<file path="config.mk">
export PLATFORM = sky130hd
export DESIGN_NAME = word_8bit_flat
export DESIGN_NICKNAME = d
export VERILOG_FILES = /design/src/rtl/word_8bit_if.sv /design/src/rtl/word_8bit.sv /design/src/flat_wrapper.sv
export SDC_FILE = /design/constraint.sdc
export NUM_CORES = 1
export LEC_CHECK = 0
export BUFFER_PORTS_ARGS = -buffer_cell sky130_fd_sc_hd__buf_4
export CORE_MARGIN = 2
export CORE_UTILIZATION = 30
export CTS_CLUSTER_SIZE = 12
export DETAILED_ROUTE_END_ITERATION = 12
export REMOVE_ABC_BUFFERS = 1
export SLEW_MARGIN = 0
export SYNTH_ARGS = -nofsm -noshare
export SYNTH_HDL_FRONTEND = slang
export SYNTH_SLANG_ARGS = --single-unit
</file>
<file path="constraint.sdc">
create_clock -name clk -period 0.8 [get_ports clk]
set_input_delay 0.04 -clock clk [delete_from_list [all_inputs] [get_ports clk]]
set_output_delay 0.04 -clock clk [all_outputs]
set_load 0.01 [all_outputs]
</file>
<file path="src/rtl/word_8bit_if.sv">
// Bus bundle for one RAM word: write data, select, read/write and read data.
interface word_8bit_if #(
    parameter int WIDTH = 8
);
    logic [WIDTH-1:0] data_in;
    logic             sel;
    logic             rw;
    logic [WIDTH-1:0] data_out;

    modport master (
        output data_in,
        output sel,
        output rw,
        input  data_out
    );

    modport slave (
        input  data_in,
        input  sel,
        input  rw,
        output data_out
    );
endinterface

</file>
<file path="src/rtl/word_8bit.sv">
// One addressable RAM word: WIDTH bit cells with shared select and rw control.
// Unselected or writing rows drive zeros so rows can be OR-combined upstream.
module word_8bit #(
    parameter int WIDTH = 8
) (
    input  logic        clk,
    input  logic        rst_n,
    word_8bit_if.slave  bus
);
    logic [WIDTH-1:0] mem;
    logic             wr_en;
    logic             rd_en;

    assign wr_en = bus.sel & bus.rw;
    assign rd_en = bus.sel & ~bus.rw;

    always_ff @(posedge clk) begin
        if (!rst_n) begin
            mem <= '0;
        end else if (wr_en) begin
            mem <= bus.data_in;
        end
    end

    // No write bypass: a writing row reads as zero.
    assign bus.data_out = rd_en ? mem : '0;
endmodule

</file>
<file path="src/flat_wrapper.sv">
// flat-port wrapper written by rule: the top's interface ports become plain ports
module word_8bit_flat 
#(
    parameter int WIDTH = 8
)
  (clk, rst_n, bus_data_in, bus_sel, bus_rw, bus_data_out);
  word_8bit_if #(.WIDTH(WIDTH)) bus_i ();
  input  logic clk;
  input  logic rst_n;
  input wire logic [$bits(bus_i.data_in)-1:0] bus_data_in;
  input wire logic [$bits(bus_i.sel)-1:0] bus_sel;
  input wire logic [$bits(bus_i.rw)-1:0] bus_rw;
  output wire logic [$bits(bus_i.data_out)-1:0] bus_data_out;
  assign bus_i.data_in = bus_data_in;
  assign bus_i.sel = bus_sel;
  assign bus_i.rw = bus_rw;
  assign bus_data_out = bus_i.data_out;
  word_8bit #(.WIDTH(WIDTH)) u_core (.clk(clk), .rst_n(rst_n), .bus(bus_i));
endmodule
</file>
==> results of run 1 <==
==> logic make-up after synthesis <==
logic type	after synthesis
simple gates	26
flops	8
compound gates	8
buf+inv	5
==> layout make-up <==
class                           count  area (um^2)  area share
Clock buffer                        3         22.5      0.0359
Tap cell                           15         18.8      0.0299
Multi-Input combinational cell     34          243       0.387
Sequential cell                     8          170       0.271
Timing Repair Buffer               19          173       0.275
==> metrics by stage <==
stage	utilization	total power, mW
finish	0.476	0.886
global route	0.476	0.949
CTS	0.476	0.907
detailed placement	0.413	0.570
global placement	0.413	0.569
floorplan	-	0.485
==> metal layers <==
metal  part of all wire  wire length, um  vias up
li1                   -                -      196
met1               0.45              386      154
met2               0.45              392       12
met3              0.090               78        3
met4              0.012               10        0
met5                  0                0        -
==> path summary, 6_finish.rpt <==
path,startpoint,end
max,u_core.mem[2]$_SDFFE_PN0P_,bus_data_out[2]
min,bus_data_in[1],u_core.mem[1]$_SDFFE_PN0P_
max reg2reg,u_core.mem[3]$_SDFFE_PN0P_,u_core.mem[3]$_SDFFE_PN0P_
min reg2reg,u_core.mem[7]$_SDFFE_PN0P_,u_core.mem[7]$_SDFFE_PN0P_
==> where the power goes <==
part / leakage [nW] / internal, mW / switching [mW]
Sequential: 0.0688 / 0.422 / 0.00822
Clock: 0.0138 / 0.172 / 0.137
Combinational: 0.188 / 0.0774 / 0.0691
Total: 0.271 / 0.671 / 0.214
==> tightest hold or removal path, delay by kind of cell <==
family / cells / cell delay [ns]
compound gates: 1 / 0.06
buf+inv: 1 / 0.08
simple gates: 1 / 0.08
==> synth_stat cells, drive strengths merged <==
master  count  area share
and2        9        0.14
dfxtp       8        0.38
nand2       8       0.070
nand4       8        0.12
o21ai       8        0.16
buf         4       0.091
clkbuf      1       0.012
nor2b       1       0.032
==> repair_timing <==
| item | in CTS | in global routing |
|---|---|---|
| hold buffers | 0 | 0 |
| endpoints found under the setup margin | 8 | 8 |
| hold endpoints to repair | 0 | 0 |
| resized for setup | 24 | 0 |
==> out/qor.txt, run 1 <==
Outcome: finished with violations
Failing checks: setup timing
Layout cells sized above 1: 0.750
N_diodes: 0
Sequential share of the synthesized area: 0.375
Root Driver: clkbuf_4
Non-filler cells, final: 79
Reg-to-reg slack, setup: 0.26 ns
Final hold slack: 0.0299 ns
Vias in the first global route: 357
Setup bufs post-CTS: 0
Die width: 41.7 um
Post-synthesis compound-gate area fraction: 0.164
Post-synth cell types: 10
Power per cell area: 1410 mW/mm^2
CTS buffer count: 3
P&R area growth vs syn: 46.9%
CP endpoint kind: output pin
Clock Tree Buf Depth: 2
Setup ws final: -0.0466 ns
Crit path depth: 2
Family with the most delay on the worst path: flip-flops
Top Registers: u_core.mem: 8 flops
Fillers: 133
Rows: 13
Placed cell count: 76
Number of nets in the layout: 78
Period utilization: 1.06
Worst VDD drop: 0.694 mV
Largest net degree at the start of global routing: 17
Leading cell type in the layout, fill and taps excluded: buf_4
Fin crit period: 0.847 ns
WP buf/inv: 1
Total track usage: 0.123
Routing usage on met1: 0.159
Critical Path, Cell by Cell: and2_4 -> buf_6
Mux cell area share after synthesis: 0
Clk sinks: 8
Gr busiest metal: met1
WP data arrival: 0.81 ns
Post-synthesis xor/xnor area fraction: 0
CTS tree: done
Max-slew violation count: 0
Synth Cell Area: 427 um^2
Yosys reg bits: 8
Port bufs: 19
Setup Skew: 0 ns
Core Region: 0.00132 mm^2
Critical path data required time: 0.76 ns
Worst hold-check path type: in -> reg
Main combinational cell family by area after synthesis: simple AND/OR/NAND/NOR gates
Max-cap violations: 0
Worst-Margin Slew: 0.210 ns
Simple-gate area share of the yosys netlist: 0.358
ANT nets after route: 0
Max reg flops: 8
Initial Util: 0.324
Routed via count: 365
First-pass GRT wire length: 1.57 mm
Startpoint types: flip-flop
Hold Path Stages: 3
Worst Path Max Fanout: 2
GPL Wtd Cong: 0.625
Setup TNS: -0.342 ns
Hpwl dp: 628 um
Placed Area: 544 um^2
DRT Pass-1 Iters: 2
Mean Syn Cell Area: 9.08 um^2
Final instance area: 627 um^2
CTS HTree Levels: 1
Met3 Use GR: 0.0826
FMAX: 1.18 GHz
Post-Syn Instances: 47
Commonest non-fill, non-tap cells in the layout: buf_4 (11), and2_4 (9)
Slowest CP cell: dfxtp_2
Die height: 41.7 um
Final hold violation count: 0
# DRC: 0
Biggest register: u_core.mem
Post-Synth Adder-Cell Area: 0
Wire length per cell: 11.0 um
RSZ-0062 raised after global routing: true
Relative slew slack: 0.860
Setup-failing EPs final: 8
Remaining global-route overflow: 0
Die area: 0.00174 mm^2
DR iter-0 viols: 4
Slowest stage delay, CP: 0.31 ns
Synth warnings: 0
Kind of critical path: reg -> out
Clk slew on worst S/H paths: 0.05 ns
Initial antenna violation count: 0
Worst slack at placement: 0.0714 ns
Vias per inst: 4.62
Grt met2 use: 0.153
Worst skew pair latency: 0.26 ns
Worst Reg-to-Reg Cells: 2
P_leak: 0.271 nW
DRT Wirelength: 867 um
Io pins: 20
No activity file was read; power rests on OpenSTA's default activity.
==> run 2, diff against run 1 <==
Settings changed: ABC_AREA set to 1, CORE_AREA set to 2 2 39 41, CORE_MARGIN 2 to not set, CORE_UTILIZATION 30 to not set, DIE_AREA set to 0 0 41 43.
==> run 2 against run 1 <==
- the run still ends with setup timing left
- die area is 1.3% higher
- maximum frequency is 0.96% lower
- clock power is 6.5% lower
- cell area is 8.8% lower
- sequential power is 2% higher
- clock-buffer cell count stayed put
- clock skew stayed put
- critical path depth is 1 higher
- combinational power is 13% higher
- worst setup slack worse by 0.0082 ns
- first-iteration DRC count is 25% higher
- critical path type unchanged
- highest routed layer is now met3
==> out/qor.txt, run 2 <==
Root Driver: clkbuf_4
Critical path data required time: 0.76 ns
Routed via count: 382
Biggest register: u_core.mem
Setup Skew: 0 ns
P_leak: 0.314 nW
EDFF count, synth: 0
Synth warnings: 0
Sequential share of the synthesized area: 0.427
Wire length per cell: 7.59 um
Worst hold-check path type: in -> reg
WP data arrival: 0.81 ns
Final hold violation count: 0
Vias per inst: 3.90
Startpoint types: flip-flop
DR iter-0 viols: 5
Setup ws final: -0.0548 ns
CTS HTree Levels: 1
Most frequent cell after synthesis: nor2_1
Worst Path Max Fanout: 2
Yosys top cell area share: 0.427
Max-cap violations: 0
Slowest stage delay, CP: 0.30 ns
Port bufs: 19
Worst slack at placement: 0.0874 ns
Leading cell type in the layout, fill and taps excluded: nor2_1
Kind of critical path: reg -> out
Layout cells sized above 1: 0.500
Hpwl dp: 521 um
Largest net degree at the start of global routing: 17
Rows: 14
ANT nets after route: 0
Clock Tree Buf Depth: 2
Failing checks: setup timing
Main combinational cell family by area after synthesis: simple AND/OR/NAND/NOR gates
Power per cell area: 1560 mW/mm^2
Die width: 41 um
WP buf/inv: 2
Outcome: finished with violations
CTS buffer count: 3
DRT Pass-1 Iters: 2
RSZ-0062 raised after global routing: true
Worst-Margin Slew: 0.353 ns
Clk sinks: 8
Post-Syn Instances: 61
Clk slew on worst S/H paths: 0.05 ns
Fin crit period: 0.855 ns
Yosys reg bits: 8
Initial antenna violation count: 0
Relative slew slack: 0.764
Post-synthesis xor/xnor area fraction: 0
Top cells by area, synth: dfxtp_1 (43%), nor2_1 (24%), nand2_1 (15%), inv_1 (9.0%), nand2_2 (5.0%)
Mux cell area share after synthesis: 0
Family with the most delay on the worst path: flip-flops
Die height: 43 um
Setup-failing EPs final: 8
Core Region: 0.00138 mm^2
Post-synthesis compound-gate area fraction: 0
Total track usage: 0.0928
First-pass GRT wire length: 1.14 mm
Post-Synth Adder-Cell Area: 0
Number of nets in the layout: 96
FMAX: 1.17 GHz
Dominant synthesized flop cell: dfxtp_1
Critical Path, Cell by Cell: inv_1 -> nor2_1 -> buf_4
Most frequent cells after synthesis: nor2_1 (24), nand2_1 (15), inv_1 (9)
Vias in the first global route: 283
CP endpoint kind: output pin
P&R area growth vs syn: 52.3%
Simple-gate area share of the yosys netlist: 0.440
Remaining global-route overflow: 0
Max reg flops: 8
CTS tree: done
Die area: 0.00176 mm^2
Post-synth ARST share: 0
Worst skew pair latency: 0.24 ns
GPL Wtd Cong: 0.673
Io pins: 20
Slowest CP cell: dfxtp_1
N_diodes: 0
Max-slew violation count: 0
Mean Syn Cell Area: 6.15 um^2
Period utilization: 1.07
# DRC: 0
Initial Util: 0.271
Worst VDD drop: 0.727 mV
Commonest non-fill, non-tap cells in the layout: nor2_1 (20), buf_4 (19), nand2_1 (15)
Post-synth top area cell: dfxtp_1
Top Registers: u_core.mem: 8 flops
Overall Power: 894 uW
Post-layout util: 0.413
Placed cell count: 94
Synth Cell Area: 375 um^2
Post-synth cell types: 7
Non-filler cells, final: 98
DRT Wirelength: 744 um
==> run 2: metrics by stage <==
stage          cell area (um^2)  TNS [ns]  hold slack, ns
2_1_floorplan               359         0           0.160
3_3_place_gp                522         0           0.265
3_5_place_dp                522         0           0.267
4_1_cts                     554    -0.454          0.0142
5_1_grt                     572    -0.707          0.0256
6_report                    572    -0.269          0.0183
==> run 2: layout make-up <==
cell class,count,area [um^2]
clock buffer,3,22.5
inverter,9,33.8
tap,16,20.0
fill,167,812
timing repair buffer,20,154
multi-input combinational,42,175
sequential,8,166
==> run 2: metal layers <==
layer  vias up  wire (um)  track usage
li1        217          -            -
met1       152        363        0.154
met2        13        320        0.113
met3         0         60       0.0314
met4         0          0       0.0200
met5         -          0            0
==> run 2: kinds of logic (layout without fill, tap and decap cells) <==
kind of cell	after synthesis	after routing
simple gates	42	42
flops	8	8
buf+inv	11	32
==> run 2: worst reg2reg max path, delay by kind of cell (launching register included) <==
| kind | cells | cell delay, ns |
|---|---|---|
| buffers and inverters | 2 | 0.16 |
| DFF | 1 | 0.32 |
| and+or+nand+nor | 3 | 0.17 |
==> run 2: path summary, 6_finish.rpt <==
check                             start                         end  slack (ns)  cells past startpoint
min reg2reg  u_core.mem[0]$_SDFFE_PN0P_  u_core.mem[0]$_SDFFE_PN0P_        0.51                      4
min                      bus_data_in[7]  u_core.mem[7]$_SDFFE_PN0P_        0.02                      3
max          u_core.mem[6]$_SDFFE_PN0P_             bus_data_out[6]       -0.05                      3
max reg2reg  u_core.mem[1]$_SDFFE_PN0P_  u_core.mem[1]$_SDFFE_PN0P_        0.09                      5
==> run 2: timing repair <==
action / CTS / global route
setup endpoints to repair: 8 / 8
pin swaps: 7 / 0
gates resized for setup: 4 / 12
gates cloned: 0 / 0
hold buffers: 0 / 0
buffers inserted: 1 / 0
==> run 2: where the power goes <==
part | internal, mW | switching, mW | total [mW]
combinational | 0.0814 | 0.0841 | 0.166
sequential | 0.430 | 0.0100 | 0.440
clock | 0.170 | 0.119 | 0.289
==> run 3, diff against run 2 <==
Settings changed: REMOVE_ABC_BUFFERS 1 to not set.
==> run 3 against run 2 <==
- the run still ends with setup timing left
- worst hold slack worse by 0.0083 ns
- routed wire length is 10% higher
- non-clock buffer count is 1 higher
- largest cell class unchanged
- register-to-register slack hardly changed
- critical path depth stayed put
- sequential share of layout area is 0.19 points higher
- total power is 1.3% higher
- utilization is 0.27 points lower
==> out/qor.txt, run 3 (same netlist as run 2, synthesis figures left out) <==
Outcome: finished with violations
Failing checks: setup timing
Port bufs: 19
Worst VDD drop: 1.10 mV
Met3 WL: 73 um
# DRC: 0
Hpwl dp: 546 um
Max-cap violations: 0
Max-slew violation count: 0
Placed cell count: 94
FMAX: 1.17 GHz
P_leak: 0.318 nW
Comb pwr share: 0.185
Wire length per cell: 8.30 um
Syn_nets: 73
Vias in the first global route: 316
DRT Pass-1 Iters: 4
CTS tree: done
N_diodes: 0
Cell Int Power: 684 uW
Critical path data required time: 0.76 ns
Worst skew pair latency: 0.25 ns
Setup ws final: -0.0572 ns
Clk slew on worst S/H paths: 0.05 ns
Io pins: 20
Detail Route met2 WL: 373 um
DR iter-0 viols: 8
Worst slack at placement: 0.0845 ns
Total track usage: 0.106
Largest net degree at the start of global routing: 17
Initial Util: 0.271
Biggest register: u_core.mem
Critical Path, Cell by Cell: inv_1 -> nor2_1 -> buf_4
Period utilization: 1.07
Commonest non-fill, non-tap cells in the layout: nor2_1 (23), buf_4 (21), nand2_1 (15)
Number of nets in the layout: 97
Hold Buf Count CTS: 0
Worst hold-check path type: in -> reg
P_sw: 222 uW
First-pass GRT wire length: 1.28 mm
Clk sinks: 8
Setup-failing EPs final: 8
Slowest stage delay, CP: 0.31 ns
Leading cell type in the layout, fill and taps excluded: nor2_1
Power share of the clock group: 0.331
Routed via count: 397
Kind of critical path: reg -> out
Relative slew slack: 0.793
Die width: 41 um
Root Driver: clkbuf_4
Die area: 0.00176 mm^2
Power per cell area: 1600 mW/mm^2
Layout cells sized above 1: 0.470
Rows: 14
Slowest CP cell: dfxtp_1
DRT Wirelength: 822 um
Top layer reached by signal wires: met3
CTS HTree Levels: 1
CTS buffer count: 3
WP data arrival: 0.82 ns
ANT nets after route: 0
Sw frac: 0.245
Clock Tree Buf Depth: 2
Max reg flops: 8
CP endpoint kind: output pin
Worst-Margin Slew: 0.309 ns
Setup Skew: 0 ns
Post-layout util: 0.410
Overall Power: 906 uW
Startpoint types: flip-flop
WL met1: 375 um
RSZ-0062 raised after global routing: true
GPL Wtd Cong: 0.648
Final hold violation count: 0
Initial antenna violation count: 0
Seq pwr share: 0.485
Worst Path Max Fanout: 2
Vias per inst: 4.01
Core Region: 0.00138 mm^2
Die height: 43 um
Fin crit period: 0.857 ns
Setup TNS: -0.359 ns
Non-filler cells, final: 99
Top Registers: u_core.mem: 8 flops
P&R area growth vs syn: 51.3%
Remaining global-route overflow: 0
run 3: layout make-up:
| type | instances | area [um^2] |
|---|---|---|
| clock buffer | 3 | 22.5 |
| fill | 152 | 816 |
| inverter | 9 | 33.8 |
| multi-input combinational | 42 | 168 |
| sequential | 8 | 166 |
| tap | 16 | 20.0 |
| timing repair buffer | 21 | 158 |
run 3: worst paths after layout:
| path | cells after the start | end | from | slack (ns) |
|---|---|---|---|---|
| min reg2reg | 4 | u_core.mem[5]$_SDFFE_PN0P_ | u_core.mem[5]$_SDFFE_PN0P_ | 0.51 |
| max reg2reg | 5 | u_core.mem[1]$_SDFFE_PN0P_ | u_core.mem[1]$_SDFFE_PN0P_ | 0.09 |
| min | 3 | u_core.mem[5]$_SDFFE_PN0P_ | bus_data_in[5] | 0.01 |
| max | 3 | bus_data_out[0] | u_core.mem[0]$_SDFFE_PN0P_ | -0.06 |
run 3: stage by stage:
step	hold WS (ns)	cell area (um^2)
finish	0.00996	568
global route	0.00566	568
CTS	0.00508	554
detailed placement	0.270	522
global placement	0.263	522
floorplan	0.175	375
run 3: per-layer routing:
metal,track usage,vias to the layer above
met4,0.0200,0
met3,0.0628,0
met2,0.147,16
met5,0,-
li1,-,217
met1,0.140,164
run 3: critical path: cells and delay by family (launching register included):
family	cells	cell delay [ns]
buf+inv	2	0.17
flops	1	0.31
simple gates	1	0.09
run 3: what timing repair did:
action / 4_1_cts / 5_1_grt
buffers inserted: 1 / 1
pin swaps: 6 / 1
resized for setup: 4 / 8
endpoints found under the setup margin: 8 / 8
run 3: power by group through the flow:
stage / combinational (mW) / clock (mW) / sequential (mW)
2_1_floorplan: 0.0920 / 0 / 0.439
6_report: 0.167 / 0.300 / 0.439
3_3_place_gp: 0.155 / 0 / 0.440
5_1_grt: 0.189 / 0.339 / 0.441
4_1_cts: 0.163 / 0.317 / 0.434
3_5_place_dp: 0.156 / 0 / 0.441
